## config.mk

```make
export PLATFORM = sky130hd
export DESIGN_NAME = spi_ram_ctrl
export DESIGN_NICKNAME = d
export VERILOG_FILES = /design/src/rtl/spi_ram_pkg.sv /design/src/rtl/spi_ram_rd_pipe.sv /design/src/rtl/spi_ram_ctrl.sv
export SDC_FILE = /design/constraint.sdc
export NUM_CORES = 1
export LEC_CHECK = 0
export ABC_AREA = 1
export BUFFER_PORTS_ARGS = -buffer_cell sky130_fd_sc_hd__buf_2
export CAP_MARGIN = 20
export CORE_UTILIZATION = 55
export DETAILED_ROUTE_END_ITERATION = 6
export GPL_ROUTABILITY_DRIVEN = 0
export MAX_ROUTING_LAYER = met4
export PLACE_DENSITY = 0.8
export RECOVER_POWER = 100
export SETUP_SLACK_MARGIN = 0.5
export SYNTH_ARGS = -nofsm -noshare
export SYNTH_HDL_FRONTEND = slang
export SYNTH_SLANG_ARGS = --single-unit
```

## constraint.sdc

```tcl
create_clock -name i_Clk -period 2.37 [get_ports i_Clk]
set_clock_uncertainty 0.15 [all_clocks]
set_input_delay 0.237 -clock i_Clk [delete_from_list [all_inputs] [get_ports i_Clk]]
set_output_delay 0.237 -clock i_Clk [all_outputs]
set_load 0.03 [all_outputs]
```

## src/rtl/spi_ram_pkg.sv

```systemverilog
// Shared types and constants for the SPI RAM command sequencer.
// Opcode 8'h05 (status) is only decoded when SPI_RAM_CTRL_STATUS_EN is defined.
package spi_ram_pkg;

    localparam int DEF_ADDR_W = 10;
    localparam int DEF_DATA_W = 8;

    localparam logic [7:0] CMD_WRITE  = 8'h02;
    localparam logic [7:0] CMD_READ   = 8'h03;
    localparam logic [7:0] CMD_STATUS = 8'h05;

    typedef enum logic [2:0] {
        ST_IDLE,
        ST_ADDR_HI,
        ST_ADDR_LO,
        ST_WR_DATA,
        ST_RD_DATA,
        ST_IGNORE,
        ST_RD_STATUS
    } state_t;

endpackage

```

## src/rtl/spi_ram_rd_pipe.sv

```systemverilog
// Read-valid shift register: a trigger becomes o_Load two cycles later (RAM data
// present) and o_Valid three cycles later (TX byte loaded). Flush kills everything in flight.
module spi_ram_rd_pipe #(
    parameter int DEPTH = 3
) (
    input  logic i_Clk,
    input  logic i_Rst,
    input  logic i_Flush,
    input  logic i_Trig,
    output logic o_Load,
    output logic o_Valid
);

    logic stage_reg [0:DEPTH-1];

    always_ff @(posedge i_Clk or posedge i_Rst) begin
        if (i_Rst)        stage_reg[0] <= 1'b0;
        else if (i_Flush) stage_reg[0] <= 1'b0;
        else              stage_reg[0] <= i_Trig;
    end

    genvar gi;
    generate
        for (gi = 1; gi < DEPTH; gi++) begin : g_stage
            always_ff @(posedge i_Clk or posedge i_Rst) begin
                if (i_Rst)        stage_reg[gi] <= 1'b0;
                else if (i_Flush) stage_reg[gi] <= 1'b0;
                else              stage_reg[gi] <= stage_reg[gi-1];
            end
        end
    endgenerate

    assign o_Load  = stage_reg[DEPTH-2];
    assign o_Valid = stage_reg[DEPTH-1];

endmodule

```

## src/rtl/spi_ram_ctrl.sv

```systemverilog
// Byte-stream command sequencer driving an external dual-port SPI RAM.
// Define SPI_RAM_CTRL_STATUS_EN to add the 8'h05 write-counter status command.
module spi_ram_ctrl #(
    parameter int         ADDR_W    = spi_ram_pkg::DEF_ADDR_W,
    parameter int         DATA_W    = spi_ram_pkg::DEF_DATA_W,
    parameter logic [7:0] CMD_WRITE = spi_ram_pkg::CMD_WRITE,
    parameter logic [7:0] CMD_READ  = spi_ram_pkg::CMD_READ
) (
    input  logic              i_Clk,
    input  logic              i_Rst,
    input  logic              i_CS_n,
    input  logic              i_RX_DV,
    input  logic [DATA_W-1:0] i_RX_Byte,
    output logic              o_TX_DV,
    output logic [DATA_W-1:0] o_TX_Byte,
    output logic [DATA_W-1:0] o_RAM_wData,
    output logic              o_RAM_wEnable,
    output logic [ADDR_W-1:0] o_RAM_wAddress,
    output logic [ADDR_W-1:0] o_RAM_rAddress,
    input  logic [DATA_W-1:0] i_RAM_rData,
    output logic              o_Busy
);
    import spi_ram_pkg::*;

    state_t            state_reg, state_next;
    logic [7:0]        opcode_reg;
    logic [ADDR_W-1:0] addr_reg, waddr_reg, raddr_reg, addr_inc;
    logic [DATA_W-1:0] wdata_reg, tx_byte_reg, status_byte;
    logic              wen_reg, rx_take, rd_trig, rd_load, rd_valid, stat_trig;

    assign rx_take  = i_RX_DV & ~i_CS_n;
    assign addr_inc = addr_reg + ADDR_W'(1);

    always_ff @(posedge i_Clk or posedge i_Rst) begin
        if (i_Rst) state_reg <= ST_IDLE;
        else       state_reg <= state_next;
    end

    // Chip-select high always wins and returns to IDLE, discarding any byte.
    always_comb begin
        state_next = state_reg;
        if (i_CS_n) begin
            state_next = ST_IDLE;
        end else if (i_RX_DV) begin
            case (state_reg)
                ST_IDLE: begin
                    if (i_RX_Byte == CMD_WRITE || i_RX_Byte == CMD_READ)
                        state_next = ST_ADDR_HI;
`ifdef SPI_RAM_CTRL_STATUS_EN
                    else if (i_RX_Byte == CMD_STATUS)
                        state_next = ST_RD_STATUS;
`endif
                    else
                        state_next = ST_IGNORE;
                end
                ST_ADDR_HI: state_next = ST_ADDR_LO;
                ST_ADDR_LO: state_next = (opcode_reg == CMD_WRITE) ? ST_WR_DATA : ST_RD_DATA;
                default: ;
            endcase
        end
    end

    always_comb begin
        o_Busy        = (state_reg != ST_IDLE);
        o_RAM_wEnable = wen_reg & ~i_CS_n;
        rd_trig       = rx_take & (((state_reg == ST_ADDR_LO) && (opcode_reg == CMD_READ)) ||
                                   (state_reg == ST_RD_DATA));
    end

    always_ff @(posedge i_Clk or posedge i_Rst) begin
        if (i_Rst) begin
            opcode_reg <= '0;
            addr_reg   <= '0;
            waddr_reg  <= '0;
            raddr_reg  <= '0;
            wdata_reg  <= '0;
            wen_reg    <= 1'b0;
        end else begin
            wen_reg <= 1'b0;
            if (rx_take) begin
                case (state_reg)
                    ST_IDLE:    opcode_reg <= i_RX_Byte[7:0];
                    ST_ADDR_HI: addr_reg[ADDR_W-1:DATA_W] <= i_RX_Byte[ADDR_W-DATA_W-1:0];
                    ST_ADDR_LO: begin
                        addr_reg[DATA_W-1:0] <= i_RX_Byte;
                        raddr_reg            <= {addr_reg[ADDR_W-1:DATA_W], i_RX_Byte};
                    end
                    ST_WR_DATA: begin
                        wen_reg   <= 1'b1;
                        waddr_reg <= addr_reg;
                        wdata_reg <= i_RX_Byte;
                        addr_reg  <= addr_inc;
                    end
                    ST_RD_DATA: begin
                        addr_reg  <= addr_inc;
                        raddr_reg <= addr_inc;
                    end
                    default: ;
                endcase
            end
        end
    end

    spi_ram_rd_pipe #(.DEPTH(3)) u_rd_pipe (
        .i_Clk   (i_Clk),
        .i_Rst   (i_Rst),
        .i_Flush (i_CS_n),
        .i_Trig  (rd_trig),
        .o_Load  (rd_load),
        .o_Valid (rd_valid)
    );

`ifdef SPI_RAM_CTRL_STATUS_EN
    logic [7:0] wr_count_reg;
    logic       stat_dv_reg;

    assign stat_trig   = rx_take & (((state_reg == ST_IDLE) && (i_RX_Byte == CMD_STATUS)) ||
                                    (state_reg == ST_RD_STATUS));
    assign status_byte = wr_count_reg;

    always_ff @(posedge i_Clk or posedge i_Rst) begin
        if (i_Rst) begin
            wr_count_reg <= '0;
            stat_dv_reg  <= 1'b0;
        end else begin
            stat_dv_reg <= stat_trig;
            if (o_RAM_wEnable && wr_count_reg != 8'hFF)
                wr_count_reg <= wr_count_reg + 8'd1;
        end
    end

    assign o_TX_DV = rd_valid | stat_dv_reg;
`else
    assign stat_trig   = 1'b0;
    assign status_byte = '0;
    assign o_TX_DV     = rd_valid;
`endif

    // Only capture read data for a read that survives; the byte holds otherwise.
    always_ff @(posedge i_Clk or posedge i_Rst) begin
        if (i_Rst)                   tx_byte_reg <= '0;
        else if (rd_load && !i_CS_n) tx_byte_reg <= i_RAM_rData;
        else if (stat_trig)          tx_byte_reg <= status_byte;
    end

    assign o_TX_Byte      = tx_byte_reg;
    assign o_RAM_wData    = wdata_reg;
    assign o_RAM_wAddress = waddr_reg;
    assign o_RAM_rAddress = raddr_reg;

endmodule

```

==> results of run 1 <==
layer usage:
metal | vias up | global-route usage [%] | part of all wire (%) | wire (microns)
met5 | - | - | 0 | 0
met1 | 1240 | 35.8 | 45 | 3250
met4 | 0 | 8.64 | 1.2 | 87
li1 | 1279 | - | - | -
met3 | 9 | 6.61 | 6.8 | 490
met2 | 96 | 43.1 | 47 | 3330
final timing paths:
| path | start | endpoint | depth (start not counted) |
|---|---|---|---|
| min | i_RX_Byte[1] | opcode_reg[1]$_DFFE_PP0P_ | 3 |
| min in group asynchronous | i_Rst | o_RAM_wData[6]$_DFFE_PP0P_ | 3 |
| max reg2reg | state_reg[0]$_DFFE_PP0P_ | addr_reg[2]$_DFFE_PP0P_ | 6 |
| max in group asynchronous | i_Rst | o_TX_Byte[4]$_DFFE_PP0P_ | 4 |
| max | state_reg[0]$_DFFE_PP0P_ | addr_reg[2]$_DFFE_PP0P_ | 6 |
| min reg2reg | u_rd_pipe.stage_reg[2]$_DFF_PP0_ | u_rd_pipe.o_Load$_DFF_PP0_ | 2 |
stage by stage:
stage	setup WS [ps]	hold slack, ps	util, %	std cells
after floorplan	932	152	-	361
after global placement	727	184	64.0	483
after detailed placement	643	194	64.0	483
after CTS	549	49.0	69.8	507
after global routing	272	60.0	67.5	507
final	441	54.6	67.5	507
power by group through the flow:
stage          Clock, uW  Sequential (uW)  Combinational, uW
2_1_floorplan          0             1700                582
3_3_place_gp           0             1510               1060
3_5_place_dp           0             1520               1080
4_1_cts              948             1500               1110
5_1_grt              992             1540               1160
6_report             943             1510               1050
worst max-delay path, delay by kind of cell, from the launching register on:
kind,cells,cell delay [ps]
AND/OR/NAND/NOR,3,470
AO/OA/AOI/OAI,3,710
flip-flops,1,460
timing repair:
item	in CTS	in global routing
resized for setup	0	2
endpoints found under the hold margin	34	0
hold buffers	10	0
setup endpoints to repair	0	8
cells in the mapped netlist (all sizes together):
| library cell | number |
|---|---|
| dfrtp | 61 |
| inv | 34 |
| nand4 | 3 |
| and3 | 1 |
| xor2 | 2 |
| ha | 1 |
| clkinv | 1 |
| nor3 | 1 |
| a21oi | 14 |
| clkbuf | 1 |
| buf | 7 |
| nor2 | 29 |
| a31oi | 1 |
| nand3 | 21 |
| nand2 | 148 |
| o21ai | 36 |
cells by family after synthesis:
kind of cell | Yosys count
flops | 61
compound gates | 51
xor+xnor | 2
buf+inv | 43
fa+ha+maj | 1
simple gates | 203
cell type report:
type                       instances  share of cell area, %
clock buffer                      13                   4.84
tap                               70                   2.51
multi-input combinational        257                   34.2
timing repair buffer              70                   10.1
inverter                          35                   3.80
sequential                        61                   43.7
clock inverter                     1                  0.860
==> results, run 1 <==
- The run finished with clean final reports.
- By area, the combinational part of the netlist is dominated by simple AND/OR/NAND/NOR gates.
- For this run, design rule violations remaining after detail routing come to 0.
- The maximum clock path buffer count is 2.
- The class of the worst hold path is in -> reg.
- The die width is ~76 microns.
- Measured along the y axis, the die boundary spans approximately 76 microns.
- After detailed routing, the average wire length per cell comes to ~14 microns.
- Traced cell by cell, the critical path runs through nor2_4 > nand2_4 > o21ai_1 > o21ai_0 > nand2_1 > o21ai_0.
- The number of H-tree branching levels is 3.
- For the worst-skew pair, the clock arrives at the later sink with an insertion delay of around 340 ps.
- The number of top-level design ports is 59.
- The first global-routing pass estimated ~11000 microns of wire.
- The post-synthesis instance area is about 3000 sq um.
- The count of cell types in the netlist is 27.
- Of all nets on the critical path, the largest fanout is 19.
- The total non-filler cell area in the finished layout is 3490 sq um.
- The overflow left after global routing is 0.
- The net switching fraction of the power is between 30% and 40%.
- After floorplanning, the core was divided into 26 placement rows.
- Counting the buffers created by CTS gives 9.
- The final max-slew violation count is 0.
- The Yosys step of the flow raised 0 warnings.
- The normalized max-slew margin is 18.1%.
- For this run, the top clock speed supported by timing is around 520 MHz.
- The tree built by TritonCTS fans out to around 60 sinks.
- Summing all multi-input logic gate instances after layout gives 1190 sq um.
- The floorplan core area is between 5000 and 6000 sq um.
- The count of inserted antenna diode cells is 0.
- The sequential cells in the finished layout cover a total of ~1500 sq um.
- The detailed-placement wirelength estimate is 4840 microns.
- The initial detailed-routing violation count is roughly 230.
- Fill cells in the final layout number about 440.
- The number of nets in the synthesized netlist is 382.
- Using the TritonRoute via totals, the vias-per-cell ratio works out to just over 5.
- The routed via count is approximately 2600.
- The die area is approximately 5700 sq um.
- The count of endpoints failing hold in the final timing report is 0.
- The mux share of post-synthesis cell area is 0%.
- Summing internal, switching and leakage power gives 3500 uW.
- The library cells used most frequently in the layout, excluding fill and tap cells, are 143 x nand2_1, 61 x dfrtp_1, 42 x clkbuf_1, 32 x inv_1, 32 x o21ai_0.
- Setup repair after global routing could not meet its margin everywhere.
- The share of the yosys chip area belonging to registers is between 50% and 60%.
- The antenna violation net count after detailed routing is 0.
- Clock-pin slew was measured on the worst setup and hold paths at approximately 60 ps.
- The TritonCTS clock tree is yes.
- The effective utilization at floorplan is 57.6%.
- In this design, the critical path's most frequently occurring cell is o21ai_0.
- The placement-stage cell area is approximately 3300 sq um.
- The worst setup path is launched from a register.
- The combined global-route utilization of all metal layers is roughly 28%.
- The cell with the largest stage delay on the worst path is dfrtp_1.
- The via count of the first global-routing pass was between 2000 and 2500.
- The transition time at the pin with the least slew margin is 1220 ps.
- Wires add up to roughly 7200 microns.
- Across the VDD grid, the largest voltage drop is slightly below 0.7 mV.
- Clock tree synthesis selected as its root buffer the cell clkbuf_8.
- Of the total power, registers draw ~43%.
- The leakage power is approximately 0.0018 uW.
- The final sum of negative setup slack is 0 ps.
- Setup violations remaining at the end of the flow were counted as 0.
- The number of iterations in the first detailed-routing pass is 6.
- Summed over its instances, the top area cell type makes up between 50% and 60% of the synthesized netlist area.
- The post-route minimum period is about 1900 ps.
- The leading cell type in the layout, fill and taps excluded is nand2_1.
- Combinational logic burns between 20% and 30% of the power.
- Sorting the synthesized cells by area gives the leading types as dfrtp_1 51%, nand2_1 18%, o21ai_2 5.0%.
- The nature of the critical path endpoint is a register.
- The arithmetic-cell share of the synthesized area counting full adders, half adders and majority gates is less than 1%.
- The number of input and output port buffers inserted is 58.
- The fraction of layout instances using a drive strength above 1 is a little over a tenth.
- The worst endpoint required time is between 2000 and 2500 ps.
- The simple logic cell fraction of the synthesized area is around 30%.
- In this run, the clock network consumes a little over a quarter of the power.
- Summing the areas of all compound-gate instances in the mapped netlist gives between 10% and 20% of the synthesized area.
- Cell internal power was estimated by the tool at 2140 uW.
- In this run the power density over the cells is 1000 nW/um^2.
- The critical path class is reg -> reg.
- The largest area contributor in the netlist is dfrtp_1.
- The number of register bits inferred by synthesis is slightly above 60.
- The data arrival time of the critical path is between 1500 and 2000 ps.
- Of the available clock period, the critical path in the final layout requires between 80% and 90%.
- The buffer count from post-CTS setup fixing is 0.
- A synthesized cell averages a little over 8 sq um.
- Summing the areas of all xor and xnor instances in the mapped netlist gives 0.588% of the synthesized area.
- The gate count of the mapped netlist is 361.
- The minimum setup slack among reg-to-reg paths is between 400 and 500 ps.
- The area growth from synthesis to layout is 17.3%.
- The largest incremental delay on the critical path is roughly 460 ps.
- The initial antenna violation count is 0.
- The largest net degree at the start of global routing is 37.
- The number of max-cap violations is 0.
- For this design the total switching power over the nets is 1350 uW.
- The final layout contains approximately 460 nets.
No activity file was read; power rests on OpenSTA's default activity.
==> inputs of run 2 (changes only) <==
--- a/config.mk
+++ b/config.mk
@@ -5,7 +5,7 @@
 export SDC_FILE = /design/constraint.sdc
 export NUM_CORES = 1
 export LEC_CHECK = 0
-export ABC_AREA = 1
+export ABC_AREA = 0
 export BUFFER_PORTS_ARGS = -buffer_cell sky130_fd_sc_hd__buf_2
 export CAP_MARGIN = 20
 export CORE_UTILIZATION = 55
==> constraint.sdc (replaced) <==
create_clock -name i_Clk -period 2.01 [get_ports i_Clk]
set_clock_uncertainty 0.15 [all_clocks]
set_input_delay 0.201 -clock i_Clk [delete_from_list [all_inputs] [get_ports i_Clk]]
set_output_delay 0.201 -clock i_Clk [all_outputs]
set_load 0.03 [all_outputs]
==> run 2 against run 1 <==
Die area shrank 0.57%. Register-to-register slack got worse by 340 ps. Worst setup slack worse by 340 ps. Critical path depth increased by 1. Clock power up 42%. Sequential cell count unchanged. Power increased by 52%. Largest power group is now combinational logic.
==> results, run 2 <==
- The worst setup path is of the reg -> reg kind.
- The floorplan core area is 5140 sq um (-0.63%).
- From synthesis to final layout, the design area changed by 39.8%.
- The nature of the critical path endpoint is a register.
- The count of flip-flops with a built-in enable after synthesis is 0 (unchanged).
- The average via count per standard cell was 6.05 (+17%).
- The effective utilization at floorplan is 57.6% (about the same).
- The most congested layer reported by global routing is met2.
- CTS placed an instance of clkbuf_8 at the clock tree root.
- The chip height is 75.4 microns (-0.28%).
- The gate count of the mapped netlist was 250 (-31%).
- The final sum of negative setup slack is 0 ps (unchanged).
- The TritonCTS clock tree is yes.
- The number of placement rows is 26 (unchanged).
- In the layout the commonest cells are 56 x dfrtp_1, 41 x clkbuf_1, 20 x buf_4, 19 x buf_2, 17 x nand2_1.
- The count of non-filler cells in the finished layout was 432 (-15%).
- Of all cell types, the one taking the most synthesized area is dfrtp_1.
- The share of flip-flops with an asynchronous set or reset came to 100% (unchanged).
- The fraction of layout instances using a drive strength above 1 is 38.4% (+28 points).
- The final routed wirelength across all metal layers is 8980 microns (+26%).
- The worst endpoint required time is 2090 ps (-340 ps).
- The number of setup violations in the final report is 0 (unchanged).
- The transition time at the pin with the least slew margin is 1260 ps (+42.4 ps).
- The overflow left after global routing is 0 (unchanged).
- The count of cell types in the netlist is 55 (+100%).
- The share of the yosys chip area belonging to registers is 51.6% (+0.30 points).
- The post-route minimum period is 1900 ps (-24.7 ps).
- The class of the worst hold path is in -> reg.
- The number of CTS-inserted buffers is 9 (unchanged).
- The fraction of met3 tracks used by global routing is 6.22% (-0.40 points).
- The area share of the largest cell type after synthesis was 51.6% (+0.30 points).
- The wire length of the first global-routing pass came to 13300 microns (+21%).
- The final max-slew violation count is 0 (unchanged).
- The combined global-route utilization of all metal layers was 34.1% (+6.6 points).
- The power density normalized to cell area is 1280 nW/um^2 (+28%).
- The startpoint of the lowest-slack hold path is i_RX_Byte[3].
- The largest vdd supply drop is 0.793 mV (+16%).
- The initial detailed-routing violation count is 144 (-38%).
- The routed length per instance was 20.8 microns (+47%).
- The source-to-sink clock delay at the later pin of the worst-skew pair is 340 ps (about the same).
- The post-placement setup slack came to 91.7 ps (-551 ps).
- The least setup slack across all paths after layout was 105 ps (-335 ps).
- The leading cell type in the layout, fill and taps excluded is dfrtp_1.
- The hold slack came to 5.15 ps (-49.4 ps).
- Ranked by total cell area, the synthesized netlist is headed by dfrtp_1 52%, mux2_2 9.9%, mux2_4 4.1%.
- The instance count after placement with tap cells included is 377 (-22%).
- The final-layout fill cell count was 310 (-30%).
- The minimum setup slack among reg-to-reg paths is 110 ps (-340 ps).
- The detailed-placement wirelength estimate came to 4590 microns (-5.2%).
- The number of top-level design ports is 59 (unchanged).
- The number of nets in the synthesized netlist is 271 (-29%).
- The number of warning messages in the yosys log is 0 (unchanged).
- The worst register-to-register path ends at addr_reg[6]$_DFFE_PP0P_.
- The die area came to 5680 sq um (-0.57%).
- The data arrival time of the critical path is 1990 ps (about the same).
- By count the netlist is led by 61 x dfrtp_1, 26 x mux2_2, 18 x nand2_1.
- The met1 usage came to 40.6% (+4.9 points).
- The normalized max-slew margin is 15.2% (-2.8 points).
- The routed via count was 2612 (-0.46%).
- The final layout net count came to 378 (-17%).
- The highest fanout seen on the critical path is 6 (-13).
- The number of register bits inferred by synthesis came to 61 (unchanged).
- The start of the worst register-to-register path is state_reg[0]$_DFFE_PP0P_.
- The die width is 75.4 microns (-0.28%).
- The number of input and output port buffers inserted is 58 (unchanged).
- The mean area per synthesized cell is 11.8 sq um (+44%).
- The number of clock sinks came to 61 (unchanged).
- The maximum achievable frequency is 525 MHz (+1.3%).
- The antenna violation net count after detailed routing is 0 (unchanged).
- The ratio of final minimum period to clock period was 94.8% (+13 points).
- The global-route track usage on met2 is 53.9% (+11 points).
- The number of iterations in the first detailed-routing pass is 4 (-2).
- The count of endpoints failing hold in the final timing report is 0 (unchanged).
- The via count of the first global-routing pass is 2562 (+7.2%).
- The largest net degree at the start of global routing is 36 (-2.7%).
- The maximum clock path buffer count is 2 (unchanged).
- The number of H-tree branching levels is 3 (unchanged).
- The number of max-cap violations is 0 (unchanged).
- The initial antenna violation count was 0 (unchanged).
- The most used flip-flop cell after synthesis is dfrtp_1.
- The count of inserted antenna diode cells is 0 (unchanged).
- The most common cell in the netlist is dfrtp_1.
- The worst-case hold path end point is opcode_reg[3]$_DFFE_PP0P_.
- The worst setup path is launched from a register.
- The post-synthesis instance area is 2960 sq um (-0.59%).
- The run finished with clean final reports.
- The number of cells on the worst reg-to-reg path is 7 (+1).
- The clock slew seen by the registers of the worst setup and hold paths is 70 ps (about the same).
- The leakage power was 0.00181 uW (-0.81%).
- Setup repair after global routing could not meet its margin everywhere.
- The post-detailed-route DRC marker count is 0 (unchanged).
- The number of instances on the worst hold path is 2 (-1).
[run 2: final cells by class]
type | count | area (sq um) | share of cell area, %
flip-flops and latches | 61 | 1530 | 37.0
multi-input cells | 173 | 1520 | 36.8
repair buffers | 108 | 739 | 17.9
clock buffers | 12 | 145 | 3.51
clock inverters | 4 | 95.1 | 2.30
well taps | 70 | 87.6 | 2.12
inverters | 4 | 16.3 | 0.393
[run 2: critical path, stage by stage, from the launching register on]
cell	delay, ps
dfrtp_1	490
buf_6	160
nand3b_1	170
buf_6	190
o22ai_4	170
buf_6	160
o21ai_1	80
a22o_1	220
[run 2: through the flow]
step | total power [uW] | util [%] | instance area (sq um)
floorplan | 3160 | - | 3080
global placement | 3580 | 67.1 | 3450
detailed placement | 3620 | 67.1 | 3450
CTS | 5220 | 81.2 | 4180
global route | 5520 | 80.5 | 4140
finish | 5310 | 80.5 | 4140
[run 2: worst max path at each step]
stage | startpoint | slack (ps) | to
after floorplan | state_reg[0]$_DFFE_PP0P_ | 150 | opcode_reg[0]$_DFFE_PP0P_
after global placement | state_reg[0]$_DFFE_PP0P_ | 130 | opcode_reg[7]$_DFFE_PP0P_
after detailed placement | state_reg[0]$_DFFE_PP0P_ | 90 | opcode_reg[5]$_DFFE_PP0P_
after CTS | state_reg[0]$_DFFE_PP0P_ | 260 | addr_reg[3]$_DFFE_PP0P_
after global routing | state_reg[0]$_DFFE_PP0P_ | 80 | addr_reg[3]$_DFFE_PP0P_
final | state_reg[0]$_DFFE_PP0P_ | 110 | addr_reg[6]$_DFFE_PP0P_
[run 2: logic make-up after synthesis]
kind of cell / after synthesis / synth area share [%]
AND/OR/NAND/NOR: 74 / 14.7
flip-flops: 61 / 51.6
AO/OA/AOI/OAI: 49 / 11.1
multiplexers: 39 / 15.7
buffers and inverters: 19 / 4.40
XOR/XNOR: 7 / 2.07
adder cells (fa/ha/maj): 1 / 0.423
[run 2: repair_timing]
item,CTS,global route
gates resized for setup,52,18
endpoints found under the setup margin,51,51
endpoints found under the hold margin,34,0
cloned,5,0
pin swaps,21,7
buffers inserted,22,3
hold buffers,9,0
[run 2: layer usage]
metal,vias up,wire [microns]
met3,38,504
met5,-,0
li1,1127,-
met1,1306,3530
met4,0,389
met2,141,4560
[run 2: power breakdown]
group          total [uW]  internal, uW  switching (uW)  leakage, uW
Clock                1340           857             486     0.000121
Combinational        2000           801            1200     0.000917
Sequential           1960          1580             384     0.000773
Total                5310          3240            2070      0.00181
==> inputs of run 3 (changes only) <==
--- a/config.mk
+++ b/config.mk
@@ -13,7 +13,8 @@
 export GPL_ROUTABILITY_DRIVEN = 0
 export MAX_ROUTING_LAYER = met4
 export PLACE_DENSITY = 0.8
-export RECOVER_POWER = 100
+export RECOVER_POWER = 25
+export REMOVE_ABC_BUFFERS = 1
 export SETUP_SLACK_MARGIN = 0.5
 export SYNTH_ARGS = -nofsm -noshare
 export SYNTH_HDL_FRONTEND = slang
==> run 3 against run 2 <==
Sequential share of layout area decreased by 0.95 points. Critical path depth decreased by 1. Fmax decreased by 1.9%. Non-clock buffer count is 2 higher.
==> results, run 3 (synthesized netlist as in run 2, its figures left out) <==
- The largest net degree at the start of global routing is 62 (+72%).
- Setup repair after global routing could not meet its margin everywhere.
- The sum of buffers and inverters on the critical path is 2 (-1).
- The number of top-level design ports is 59 (unchanged).
- The flow ran to the end, and the final reports show no timing, DRC or antenna violations.
- The power density normalized to cell area is 1240 nW/um^2 (-3.0%).
- The routed length per instance is 20.9 microns (+0.57%).
- The count of endpoints failing hold in the final timing report is 0 (unchanged).
- The final routed wirelength across all metal layers was 9030 microns (+0.57%).
- The minimum setup slack among reg-to-reg paths was 70 ps (-40 ps).
- The transition time at the pin with the least slew margin came to 813 ps (-452 ps).
- The number of clock sinks came to 61 (unchanged).
- The combined global-route utilization of all metal layers is 30.7% (-3.4 points).
- The number of input and output port buffers inserted is 58 (unchanged).
- The leakage power is 0.00203 uW (+12%).
- The count of inserted antenna diode cells is 0 (unchanged).
- Traced cell by cell, the critical path runs through buf_4 > or3b_4 > buf_6 > nand3_1 > o31ai_1 > a22o_1.
- The data arrival time of the critical path came to 2020 ps (+30 ps).
- Among cell families on the critical path, the largest total delay comes from simple AND/OR/NAND/NOR gates.
- The critical path in this run is classified as reg -> reg.
- The clock slew seen by the registers of the worst setup and hold paths is 70 ps (about the same).
- The maximum achievable frequency is 515 MHz (-1.9%).
- The post-detailed-route DRC marker count is 0 (unchanged).
- The antenna violation net count after detailed routing is 0 (unchanged).
- The final core utilization is 82.6% (+2.0 points).
- The number of iterations in the first detailed-routing pass is 5 (+1).
- The number of placement rows came to 26 (unchanged).
- The worst endpoint required time came to 2090 ps (about the same).
- The final sum of negative setup slack is 0 ps (unchanged).
- The source-to-sink clock delay at the later pin of the worst-skew pair is 350 ps (about the same).
- The normalized max-slew margin was 45.8% (+31 points).
- The ratio of final minimum period to clock period was 96.6% (+1.8 points).
- The nature of the critical path endpoint is a register.
- The number of max-cap violations came to 0 (unchanged).
- The detailed-placement wirelength estimate is 4550 microns (-0.87%).
- The worst setup path is launched from a register.
- The final max-slew violation count is 0 (unchanged).
- The via count of the first global-routing pass is 2463 (-3.9%).
- The effective utilization at floorplan is 57.6% (unchanged).
- The final-layout fill cell count is 283 (-8.7%).
- The chip height came to 75.4 microns (unchanged).
- The TritonCTS clock tree is yes.
- The final layout net count is 378 (unchanged).
- The largest vdd supply drop is 0.881 mV (+11%).
- The root buffer cell is clkbuf_8.
- The fraction of layout instances using a drive strength above 1 is 55.5% (+17 points).
- The initial antenna violation count is 0 (unchanged).
- The maximum clock path buffer count is 2 (unchanged).
- The die width is 75.4 microns (unchanged).
- The number of H-tree branching levels is 3 (unchanged).
- The floorplan core area came to 5140 sq um (unchanged).
- The overflow left after global routing was 0 (unchanged).
- The number of setup violations in the final report is 0 (unchanged).
- The area growth from synthesis to final layout is 43.4%.
- The largest incremental delay on the critical path is 460 ps (-30 ps).
- The wire length of the first global-routing pass is 12100 microns (-9.2%).
- The average via count per standard cell was 6.13 (+1.4%).
- The class of the worst hold path is in -> reg.
- Leaving out fill and tap cells, the most frequent cells in the layout are 57 x dfrtp_1, 57 x buf_2, 26 x buf_4, 19 x mux2_4, 16 x mux2_2.
- The die area is 5680 sq um (unchanged).
- The highest fanout seen on the critical path is 5 (-1).
- The post-route minimum period was 1940 ps (+36.2 ps).
- The number of CTS-inserted buffers is 9 (unchanged).
- On the critical path, the stage with the largest delay is an instance of dfrtp_2.
- The initial detailed-routing violation count is 222 (+54%).
- The routed via count was 2648 (+1.4%).
## run 3: cell type report
class / instances / area, sq um / area share [%]
Tap cell: 70 / 87.6 / 2.06
Inverter: 4 / 15.0 / 0.354
Multi-Input combinational cell: 171 / 1560 / 36.8
Clock inverter: 4 / 70.1 / 1.65
Timing Repair Buffer: 110 / 822 / 19.4
Clock buffer: 12 / 155 / 3.66
Sequential cell: 61 / 1530 / 36.1
## run 3: timing repair
action                                  CTS  global route
cloned                                    2             1
hold buffers                              9             0
gates resized for setup                  27            61
hold endpoints to repair                 71             0
buffers inserted                         19            11
pin swaps                                10            18
endpoints found under the setup margin   51            51
## run 3: worst paths after layout
check / to / depth (start not counted) / from
max in group asynchronous: state_reg[2]$_DFFE_PP0P_ / 4 / i_Rst
hold / removal: state_reg[1]$_DFFE_PP0P_ / 2 / i_CS_n
hold reg to reg: u_rd_pipe.o_Load$_DFF_PP0_ / 1 / u_rd_pipe.stage_reg[2]$_DFF_PP0_
setup reg to reg: addr_reg[3]$_DFFE_PP0P_ / 6 / state_reg[0]$_DFFE_PP0P_
setup / recovery: addr_reg[3]$_DFFE_PP0P_ / 6 / state_reg[0]$_DFFE_PP0P_
min in group asynchronous: o_RAM_wAddress[9]$_DFFE_PP0P_ / 4 / i_Rst
## run 3: through the flow
| stage | hold WS (ps) | cells | worst slack (ps) | area [sq um] | power [uW] |
|---|---|---|---|---|---|
| final | 2.23 | 432 | 69.2 | 4240 | 5280 |
| after global routing | 9.19 | 432 | 70.6 | 4240 | 5480 |
| after CTS | -20.1 | 420 | 249 | 3930 | 4920 |
| after detailed placement | 134 | 374 | 54.2 | 3320 | 3520 |
| after global placement | 129 | 374 | 125 | 3320 | 3470 |
| after floorplan | 114 | 235 | 125 | 2850 | 2980 |
## run 3: power breakdown
group          internal (uW)  switching [uW]  total (uW)
clock network            762             474        1240
logic                    890            1180        2070
registers               1570             409        1980
## run 3: metal layers
metal  routed length, microns  part of all wire (%)  GRT usage (%)  up-vias
li1                         -                     -              -     1123
met1                     3460                    38           36.0     1307
met2                     4440                    49           49.0      167
met3                      716                   7.9           7.41       51
met4                      418                   4.6           16.9        0
met5                        0                     0              -        -
